==> src/rtl/flag_update_unit_if.sv <==
// Flags write-side bundle between the Execute stage and the NZCV flag update unit.
// master drives the stage/control requests; slave is the flag unit producing flags and gated enables.
interface flag_update_unit_if;
    logic       StallE;
    logic       FlushE;
    logic       CondExE;
    logic [1:0] FlagWriteE;
    logic [3:0] ALUFlagsE;
    logic       RegWriteE;
    logic       MemWriteE;
    logic       PCSrcE;
    logic       FlagLoad;
    logic [3:0] FlagLoadData;
    logic       FlagSave;
    logic       FlagRestore;
    logic [3:0] Flags;
    logic [3:0] SavedFlags;
    logic       RegWriteGated;
    logic       MemWriteGated;
    logic       PCSrcGated;
    logic       FlagsChanged;

    modport master (
        output StallE, FlushE, CondExE, FlagWriteE, ALUFlagsE,
               RegWriteE, MemWriteE, PCSrcE,
               FlagLoad, FlagLoadData, FlagSave, FlagRestore,
        input  Flags, SavedFlags, RegWriteGated, MemWriteGated, PCSrcGated, FlagsChanged
    );

    modport slave (
        input  StallE, FlushE, CondExE, FlagWriteE, ALUFlagsE,
               RegWriteE, MemWriteE, PCSrcE,
               FlagLoad, FlagLoadData, FlagSave, FlagRestore,
        output Flags, SavedFlags, RegWriteGated, MemWriteGated, PCSrcGated, FlagsChanged
    );
endinterface

==> src/rtl/flag_update_unit.sv <==
// Execute-stage NZCV flag register with partial ALU updates, direct load and shadow save/restore.
// Optional FLAG_UPDATE_BYPASS_EN: Flags shows the NZCV next state (write-through) instead of the register.
module flag_update_unit #(
    parameter logic [3:0] RESET_FLAGS  = 4'b0000,
    parameter logic [3:0] SHADOW_RESET = 4'b0000
) (
    input  logic               clk,
    input  logic               reset,
    flag_update_unit_if.slave  fu
);

    logic [3:0] nzcv_q;
    logic [3:0] nzcv_d;
    logic [3:0] shadow_q;
    logic [3:0] alu_merged;
    logic       changed_q;
    logic       aluupd;
    logic       enable_ok;

    always_comb begin
        enable_ok = fu.CondExE & ~fu.FlushE;
        aluupd    = (|fu.FlagWriteE) & enable_ok & ~fu.StallE;

        // Unselected flag pairs keep their current register value.
        alu_merged[3:2] = fu.FlagWriteE[1] ? fu.ALUFlagsE[3:2] : nzcv_q[3:2];
        alu_merged[1:0] = fu.FlagWriteE[0] ? fu.ALUFlagsE[1:0] : nzcv_q[1:0];

        nzcv_d = nzcv_q;
        if (fu.FlagRestore)
            nzcv_d = shadow_q;
        else if (fu.FlagLoad)
            nzcv_d = fu.FlagLoadData;
        else if (aluupd)
            nzcv_d = alu_merged;
    end

    // NOTE: sequential state uses non-blocking assignments so that the shadow
    // samples the pre-edge nzcv_q, which is what makes save+restore a clean swap.
    always_ff @(posedge clk) begin
        if (reset) begin
            nzcv_q    <= RESET_FLAGS;
            shadow_q  <= SHADOW_RESET;
            changed_q <= 1'b0;
        end else begin
            nzcv_q    <= nzcv_d;
            changed_q <= (nzcv_d != nzcv_q);
            if (fu.FlagSave)
                shadow_q <= nzcv_q;
        end
    end

    always_comb begin
        fu.RegWriteGated = fu.RegWriteE & enable_ok;
        fu.MemWriteGated = fu.MemWriteE & enable_ok;
        fu.PCSrcGated    = fu.PCSrcE    & enable_ok;
        fu.SavedFlags    = shadow_q;
        fu.FlagsChanged  = changed_q;
`ifdef FLAG_UPDATE_BYPASS_EN
        fu.Flags = nzcv_d;
`else
        fu.Flags = nzcv_q;
`endif
    end

endmodule

==> src/flat_wrapper.sv <==
// flat-port wrapper written by rule: the top's interface ports become plain ports
module flag_update_unit_flat 
#(
    parameter logic [3:0] RESET_FLAGS  = 4'b0000,
    parameter logic [3:0] SHADOW_RESET = 4'b0000
)
  (clk, reset, fu_StallE, fu_FlushE, fu_CondExE, fu_FlagWriteE, fu_ALUFlagsE, fu_RegWriteE, fu_MemWriteE, fu_PCSrcE, fu_FlagLoad, fu_FlagLoadData, fu_FlagSave, fu_FlagRestore, fu_Flags, fu_SavedFlags, fu_RegWriteGated, fu_MemWriteGated, fu_PCSrcGated, fu_FlagsChanged);
  flag_update_unit_if fu_i ();
  input  logic clk;
  input  logic reset;
  input wire logic [$bits(fu_i.StallE)-1:0] fu_StallE;
  input wire logic [$bits(fu_i.FlushE)-1:0] fu_FlushE;
  input wire logic [$bits(fu_i.CondExE)-1:0] fu_CondExE;
  input wire logic [$bits(fu_i.FlagWriteE)-1:0] fu_FlagWriteE;
  input wire logic [$bits(fu_i.ALUFlagsE)-1:0] fu_ALUFlagsE;
  input wire logic [$bits(fu_i.RegWriteE)-1:0] fu_RegWriteE;
  input wire logic [$bits(fu_i.MemWriteE)-1:0] fu_MemWriteE;
  input wire logic [$bits(fu_i.PCSrcE)-1:0] fu_PCSrcE;
  input wire logic [$bits(fu_i.FlagLoad)-1:0] fu_FlagLoad;
  input wire logic [$bits(fu_i.FlagLoadData)-1:0] fu_FlagLoadData;
  input wire logic [$bits(fu_i.FlagSave)-1:0] fu_FlagSave;
  input wire logic [$bits(fu_i.FlagRestore)-1:0] fu_FlagRestore;
  output wire logic [$bits(fu_i.Flags)-1:0] fu_Flags;
  output wire logic [$bits(fu_i.SavedFlags)-1:0] fu_SavedFlags;
  output wire logic [$bits(fu_i.RegWriteGated)-1:0] fu_RegWriteGated;
  output wire logic [$bits(fu_i.MemWriteGated)-1:0] fu_MemWriteGated;
  output wire logic [$bits(fu_i.PCSrcGated)-1:0] fu_PCSrcGated;
  output wire logic [$bits(fu_i.FlagsChanged)-1:0] fu_FlagsChanged;
  assign fu_i.StallE = fu_StallE;
  assign fu_i.FlushE = fu_FlushE;
  assign fu_i.CondExE = fu_CondExE;
  assign fu_i.FlagWriteE = fu_FlagWriteE;
  assign fu_i.ALUFlagsE = fu_ALUFlagsE;
  assign fu_i.RegWriteE = fu_RegWriteE;
  assign fu_i.MemWriteE = fu_MemWriteE;
  assign fu_i.PCSrcE = fu_PCSrcE;
  assign fu_i.FlagLoad = fu_FlagLoad;
  assign fu_i.FlagLoadData = fu_FlagLoadData;
  assign fu_i.FlagSave = fu_FlagSave;
  assign fu_i.FlagRestore = fu_FlagRestore;
  assign fu_Flags = fu_i.Flags;
  assign fu_SavedFlags = fu_i.SavedFlags;
  assign fu_RegWriteGated = fu_i.RegWriteGated;
  assign fu_MemWriteGated = fu_i.MemWriteGated;
  assign fu_PCSrcGated = fu_i.PCSrcGated;
  assign fu_FlagsChanged = fu_i.FlagsChanged;
  flag_update_unit #(.RESET_FLAGS(RESET_FLAGS), .SHADOW_RESET(SHADOW_RESET)) u_core (.clk(clk), .reset(reset), .fu(fu_i));
endmodule
==> config.mk <==
export PLATFORM = sky130hd
export DESIGN_NAME = flag_update_unit_flat
export DESIGN_NICKNAME = d
export VERILOG_FILES = /design/src/rtl/flag_update_unit_if.sv /design/src/rtl/flag_update_unit.sv /design/src/flat_wrapper.sv
export SDC_FILE = /design/constraint.sdc
export NUM_CORES = 1
export LEC_CHECK = 0
export CORE_MARGIN = 8
export CORE_UTILIZATION = 39
export CTS_CLUSTER_SIZE = 20
export DETAILED_ROUTE_END_ITERATION = 6
export PLACE_DENSITY = 0.77
export SYNTH_ARGS = -nofsm -noshare
export SYNTH_HDL_FRONTEND = slang
export SYNTH_SLANG_ARGS = --single-unit
==> constraint.sdc <==
create_clock -name clk -period 1.61 [get_ports clk]
set_input_delay 0.4025 -clock clk [delete_from_list [all_inputs] [get_ports clk]]
set_output_delay 0.4025 -clock clk [all_outputs]
set_load 0.005 [all_outputs]
==> summary.txt, run 1 <==
Pwr
  • Sw power: 0.000177 W
  • P_leak: about 0.49 nW
  • Reg power frac: between 30% and 40%
  • Total internal power: about 0.00045 W
  • Clock power share: between 20 and 30%
  • Peak VDD IR: roughly 440 uV
  • Switching share of power: around 28%
  • P per Cell Area: 539 mW/mm^2
  • Final Power: 0.000631 W
  • Comb pwr share: between 30% and 40%

Detailed routing
  • Initial drt markers: 25
  • Pre-antenna DRT Iters: 4
  • Vias per cell: 5.38
  • Antenna viol nets, final: 0
  • Final WL: ~2300 um
  • Post-route DRC: 0
  • Detailed-route via count: between 800 and 900
  • Wire per inst: roughly 15 um

Placement
  • Pre-CTS WS: -0.521 ns
  • GP Congestion: ~0.90
  • Final HPWL DP: ~1800 um
  • Placed Area: ~0.0011 mm^2
  • DP Cell Count: roughly 150
  • I/O Buffers: 32

Worst setup path
  • Nature of the critical path endpoint: output port
  • CP max-delay cell: clkdlybuf4s50_1
  • Critical path class: primary input to output port
  • Crit path max fanout: 1
  • CP required: 1.21 ns
  • CP startpoint: fu_PCSrcE
  • FF-to-FF Start: u_core.fu.Flags[2]
  • Arrival @ worst endpoint: around 1.2 ns
  • Critical path's largest stage delay: about 0.45 ns
  • R2R Path End: u_core.fu.FlagsChanged
  • FF-to-FF setup slack: about 0.34 ns
  • CP Launch Type: primary input
  • Critical Path Sink: fu_PCSrcGated
  • CP Cell Sequence: clkdlybuf4s50_1 -> and2_1 -> clkdlybuf4s15_1
  • Reg2Reg Depth: 5

Synthesis
  • Synth cell count leaders: dfxtp_1 (9), a21oi_1 (8), nand2_1 (8)
  • #FFs+latches synth: 9
  • Dominant cells by area after synthesis: dfxtp_1 (26%), mux2i_1 (7.4%), a21oi_1 (5.9%), a211oi_1 (4.4%), nand2_1 (4.4%)
  • Ys Warns: 0
  • Cell area after synthesis: between 600 and 700 um^2
  • Mapped Cells: 88
  • Average size of a mapped cell: between 7 and 8 um^2
  • Most numerous cell in the Yosys netlist: dfxtp_1
  • Sequential fraction of the synthesis area: a little over a quarter
  • Area fraction of the dominant cell type after synthesis: 26.5%
  • Post-synth top flop: dfxtp_1
  • Synthesized net count: ~110
  • Yosys cell types: 33
  • Async S/R FF share, synth: 0%
  • Dominant cell type by area after synthesis: dfxtp_1
  • Post-synth EDFFs: 0

Timing
  • Max Clk Rate: roughly 640 MHz
  • Slew margin rel.: between 70% and 80%
  • Hold Violations, Final: 0
  • Finish-stage setup viols: 0
  • Slew Limit Fails: 0
  • Measured slew at the worst slew-check pin: around 0.35 ns
  • Final worst-path cycle share: a little over nine tenths
  • Unrepaired setup endpoints after global routing: false
  • Crit path time final: between 1.5 and 2 ns
  • Slack of the critical path: about 0.044 ns
  • Layout Skew: roughly 0.0027 ns

Floorplan
  • Die outline area: 0.00334 mm^2
  • Core Box Area: approximately 0.0017 mm^2
  • Ports placed on the boundary: 33
  • Initial Utilization: around two fifths
  • Die Wd: 57.8 um
  • Site Rows: 15
  • Chip Height: a little under 60 um

Flow run
  • # Max-Cap Violations: 0

Global routing
  • Largest net degree at the start of global routing: 11
  • GRT Resource Usage Total: between 10 and 15%
  • GRT Residual Overflow: 0
  • Vias in the first global route: 780
  • Initial antenna violation count: 0
  • Global-route wire length before repair: 3740 um

Layout
  • Final #Nets: 157
  • Util after Layout: about 69%
  • Fill count: around 150
  • Post-route insts no fill: roughly 150
  • Fraction of layout cells with a size suffix above 1: roughly a quarter
  • Antenna Cells: 0
  • Finished Cell Area: around 0.0012 mm^2
  • Area growth syn-to-layout: 72.1%

Outcome
  • Outcome: complete, no violations

Clock network
  • Root buffer cell: clkbuf_4
  • CTS tree: yes
  • H-tree levels: 1
  • Bufs on Longest Clock Path: 2
  • Clock latency on the worst-skew pair: approximately 0.27 ns
  • Clock-pin slew on the worst setup and hold paths: around 0.07 ns
  • Clock sinks: 9
  • CTS Buf Count: 3

Hold path
  • Worst hold path type: flip-flop to flip-flop
  • Hold-critical path depth: 2
==> layer usage <==
| layer | wire length [um] | global-route usage, % | up-vias |
|---|---|---|---|
| li1 | - | - | 407 |
| met1 | 999 | 16.8 | 377 |
| met2 | 1070 | 22.3 | 31 |
| met3 | 175 | 5.08 | 2 |
| met4 | 14 | 4.90 | 0 |
| met5 | 0 | 0 | - |
==> state kept, by name, summed over array words and instances (netlist names) <==
name / flops
u_core.fu.SavedFlags: 4
u_core.fu.FlagsChanged: 1
u_core.fu.Flags: 4
==> metrics by stage <==
step	TNS [ns]	hold slack [ns]
after global routing	0	0.551
final	0	0.514
after global placement	-2.80	0.518
after floorplan	0	0.506
after CTS	0	0.533
after detailed placement	-3.14	0.518
==> layout by cell type (no fill, tap or decap), types with 2 or more instances in the layout <==
master            n
clkdlybuf4s50_1  25
buf_4            15
nand2_1           8
a21oi_1           8
nor2_1            7
inv_1             6
mux2i_1           5
o21ai_0           4
dfxtp_1           4
dfxtp_2           4
and2_1            3
nand3b_1          3
nor2b_1           3
a211oi_1          3
clkbuf_4          3
dlygate4sd2_1     3
o211ai_1          2
o22ai_1           2
xnor2_1           2
nor3_1            2
mux2_2            2
clkdlybuf4s15_1   2
==> power by group through the flow <==
stage / Sequential (W) / Combinational (W) / Clock (W)
after global routing: 0.000245 / 0.000220 / 0.000205
after global placement: 0.000247 / 0.000195 / 0
after detailed placement: 0.000247 / 0.000198 / 0
after CTS: 0.000243 / 0.000199 / 0.000185
after floorplan: 0.000250 / 0.0000758 / 0
final: 0.000243 / 0.000203 / 0.000186
==> cells by family (layout without fill, tap and decap cells) <==
group | Yosys count | in the layout | synth area share (%)
AND/OR/NAND/NOR | 35 | 35 | 30.7
AO/OA/AOI/OAI | 25 | 25 | 23.3
XOR/XNOR | 2 | 2 | 2.57
flip-flops | 9 | 9 | 26.5
multiplexers | 7 | 7 | 10.7
buffers and inverters | 10 | 57 | 6.25
==> timing repair <==
item                       in CTS  in global routing
pin swaps                       0                  2
gates resized for setup        10                 12
hold buffers                    0                  0
setup buffers                   0                  0
setup endpoints to repair       8                 10
==> how the worst min path moves through the flow <==
| stage | startpoint | to | slack (ns) |
|---|---|---|---|
| after floorplan | u_core.fu.SavedFlags[2] | u_core.fu.Flags[2] | 0.51 |
| after global placement | u_core.fu.SavedFlags[2] | u_core.fu.Flags[2] | 0.52 |
| after detailed placement | u_core.fu.SavedFlags[2] | u_core.fu.Flags[2] | 0.52 |
| after CTS | u_core.fu.SavedFlags[0] | u_core.fu.Flags[0] | 0.53 |
| after global routing | u_core.fu.SavedFlags[1] | u_core.fu.Flags[1] | 0.55 |
| final | u_core.fu.SavedFlags[0] | u_core.fu.Flags[0] | 0.51 |
==> cell type report <==
| cell class | instances | area, um^2 | area share, % |
|---|---|---|---|
| repair buffers | 47 | 427 | 36.4 |
| well taps | 17 | 21.3 | 1.82 |
| multi-input cells | 69 | 485 | 41.5 |
| inverters | 6 | 22.5 | 1.92 |
| flip-flops and latches | 9 | 189 | 16.1 |
| clock buffers | 4 | 26.3 | 2.24 |
==> worst max-delay path: cells and delay by family <==
| kind | cells | cell delay, ns |
|---|---|---|
| buffers and inverters | 2 | 0.65 |
| AND/OR/NAND/NOR | 1 | 0.11 |
(Power assumes the default switching activity.)
==> inputs of run 2 (changes only) <==
--- a/config.mk
+++ b/config.mk
@@ -5,11 +5,15 @@
 export SDC_FILE = /design/constraint.sdc
 export NUM_CORES = 1
 export LEC_CHECK = 0
+export CELL_PAD_IN_SITES_DETAIL_PLACEMENT = 0
+export CELL_PAD_IN_SITES_GLOBAL_PLACEMENT = 1
 export CORE_MARGIN = 8
-export CORE_UTILIZATION = 39
+export CORE_UTILIZATION = 27
+export CTS_CLUSTER_DIAMETER = 120
 export CTS_CLUSTER_SIZE = 20
 export DETAILED_ROUTE_END_ITERATION = 6
 export PLACE_DENSITY = 0.77
+export SKIP_CTS_REPAIR_TIMING = 1
 export SYNTH_ARGS = -nofsm -noshare
 export SYNTH_HDL_FRONTEND = slang
 export SYNTH_SLANG_ARGS = --single-unit
==> summary.txt, run 2 (synthesis gave the netlist of run 1 again) <==
Floorplan
  • Site Rows: 18 (+3)
  • Die Wd: 66.2 um (+15%)
  • Chip Height: 66.2 um (+15%)
  • Die outline area: 0.00438 mm^2 (+31%)
  • Ports placed on the boundary: 33 (unchanged)
  • Initial Utilization: 28.0% (-12 points)
  • Core Box Area: 0.00243 mm^2 (+44%)

Worst setup path
  • Crit path max fanout: 7 (+6)
  • Critical path class: flip-flop to output port
  • WP depth: 1 (-2)
  • Delay-heaviest family, CP: buffers and inverters
  • CP required: 1.21 ns (about the same)
  • Nature of the critical path endpoint: output port
  • CP max-delay cell: clkdlybuf4s50_1
  • FF-to-FF Start: u_core.fu.Flags[2]
  • CP Cell Sequence: clkdlybuf4s50_1
  • Buf/Inv on CP: 1 (-1)
  • Critical path's largest stage delay: 0.51 ns (+0.06 ns)
  • CP Launch Type: flip-flop
  • CP startpoint: u_core.fu.Flags[2]
  • Reg2Reg Depth: 5 (unchanged)
  • Arrival @ worst endpoint: 1.17 ns (about the same)

Global routing
  • Global-route wire length before repair: 3710 um (-0.72%)
  • Vias in the first global route: 799 (+2.4%)
  • Global Route met3 Usage: 4.41% (-0.67 points)
  • Most Crowded Layer GR: met2
  • Grt met2 use: 15.9% (-6.4 points)
  • Largest net degree at the start of global routing: 10 (-1)
  • GRT Resource Usage Total: 10.6% (-3.3 points)
  • Initial antenna violation count: 0 (unchanged)
  • GRT Residual Overflow: 0 (unchanged)
  • M1 GR Usage: 13.0% (-3.8 points)

Timing
  • Final worst-path cycle share: 97.4% (+0.11 points)
  • Hold Violations, Final: 0 (unchanged)
  • Slew margin rel.: 73.2% (-3.6 points)
  • Layout Skew: 0.000121 ns (-0.00254 ns)
  • TNS Setup: 0 ns (unchanged)
  • Finish-stage setup viols: 0 (unchanged)
  • Unrepaired setup endpoints after global routing: true
  • Slew Limit Fails: 0 (unchanged)
  • Slack of the critical path: 0.0422 ns (-0.00170 ns)
  • Crit path time final: 1.57 ns (+0.00170 ns)
  • Max Clk Rate: 638 MHz (-0.11%)
  • Measured slew at the worst slew-check pin: 0.401 ns (+0.0541 ns)

Layout
  • Area growth syn-to-layout: 79.6%
  • Commonest non-fill, non-tap cells in the layout: clkdlybuf4s50_1 (24), buf_4 (15), dlymetal6s2s_1 (8)
  • Final #Nets: 157 (unchanged)
  • Post-route insts no fill: 165 (+8.6%)
  • Antenna Cells: 0 (unchanged)
  • Fraction of layout cells with a size suffix above 1: 28.1% (+3.7 points)
  • Fill count: 263 (+81%)
  • Commonest non-fill, non-tap cell in the layout: clkdlybuf4s50_1

Detailed routing
  • Vias per cell: 4.93 (-8.2%)
  • Detailed-route via count: 814 (-0.37%)
  • Wire per inst: 14.1 um (-5.5%)
  • Final WL: 2320 um (+2.6%)
  • Antenna viol nets, final: 0 (unchanged)
  • Initial drt markers: 20 (-20%)
  • Pre-antenna DRT Iters: 4 (unchanged)
  • Post-route DRC: 0 (unchanged)

Clock network
  • Bufs on Longest Clock Path: 2 (unchanged)
  • CTS tree: yes
  • CTS Buf Count: 3 (unchanged)
  • Clock latency on the worst-skew pair: 0.27 ns (about the same)
  • H-tree levels: 1 (unchanged)
  • Clock sinks: 9 (unchanged)
  • Root buffer cell: clkbuf_4
  • Clock-pin slew on the worst setup and hold paths: 0.06 ns (about the same)

Hold path
  • Hold-critical path depth: 2 (unchanged)
  • Hold path start: u_core.fu.SavedFlags[1]
  • Worst hold path type: flip-flop to flip-flop

Pwr
  • P per Cell Area: 514 mW/mm^2 (-4.7%)
  • Peak VDD IR: 362 uV (-17%)
  • P_leak: 0.561 nW (+16%)

Outcome
  • Outcome: complete, no violations

Placement
  • I/O Buffers: 32 (unchanged)
  • GP Congestion: 0.848 (-5.5%)
  • DP Cell Count: 160 (+8.1%)
  • Pre-CTS WS: -0.503 ns (+0.0181 ns)
  • Final HPWL DP: 1840 um (+5.0%)

Flow run
  • # Max-Cap Violations: 0 (unchanged)
run 2: changes by cell type in the layout (fill, tap and decap cells not counted), moves of 2 or more:
cell	delta
clkdlybuf4s15_1	-2
dfxtp_1	-3
dfxtp_2	+2
dlygate4sd2_1	-3
dlymetal6s2s_1	+7
run 2: final timing paths:
check	end	slack [ns]
max reg2reg	u_core.fu.FlagsChanged	0.35
max	fu_Flags[2]	0.04
min reg2reg	u_core.fu.Flags[1]	0.52
min	u_core.fu.Flags[1]	0.52
run 2: final cells by class:
cell class | instances | area, um^2 | area share (%)
repair buffers | 47 | 453 | 37.1
flip-flops and latches | 9 | 195 | 16.0
clock buffers | 4 | 26.3 | 2.15
well taps | 30 | 37.5 | 3.07
multi-input cells | 69 | 488 | 39.9
inverters | 6 | 22.5 | 1.84
run 2: per-stage QoR:
stage	hold slack (ns)	cell area [um^2]	utilization (%)	total power [W]
finish	0.520	1220	50.3	0.000628
global route	0.552	1220	50.3	0.000666
CTS	0.546	1150	47.3	0.000631
detailed placement	0.534	1120	46.2	0.000444
global placement	0.533	1120	46.2	0.000442
floorplan	0.506	681	-	0.000326
run 2: per-layer routing:
layer / vias to the layer above / wire (um)
li1: 411 / -
met1: 372 / 1110
met2: 29 / 1000
met3: 2 / 198
met4: 0 / 16
met5: - / 0
run 2: power breakdown:
part           internal [W]  total [W]  leakage, nW  switching (W)
Clock             0.0000960   0.000184       0.0150      0.0000877
Sequential         0.000233   0.000246       0.0777      0.0000130
Combinational      0.000125   0.000198        0.468      0.0000732
==> inputs of run 3 (changes only) <==
--- a/config.mk
+++ b/config.mk
@@ -14,6 +14,7 @@
 export DETAILED_ROUTE_END_ITERATION = 6
 export PLACE_DENSITY = 0.77
 export SKIP_CTS_REPAIR_TIMING = 1
+export SLEW_MARGIN = 20
 export SYNTH_ARGS = -nofsm -noshare
 export SYNTH_HDL_FRONTEND = slang
 export SYNTH_SLANG_ARGS = --single-unit
==> results of run 3 <==
No change in the layout: final DEF, timing and power equal those of run 2.
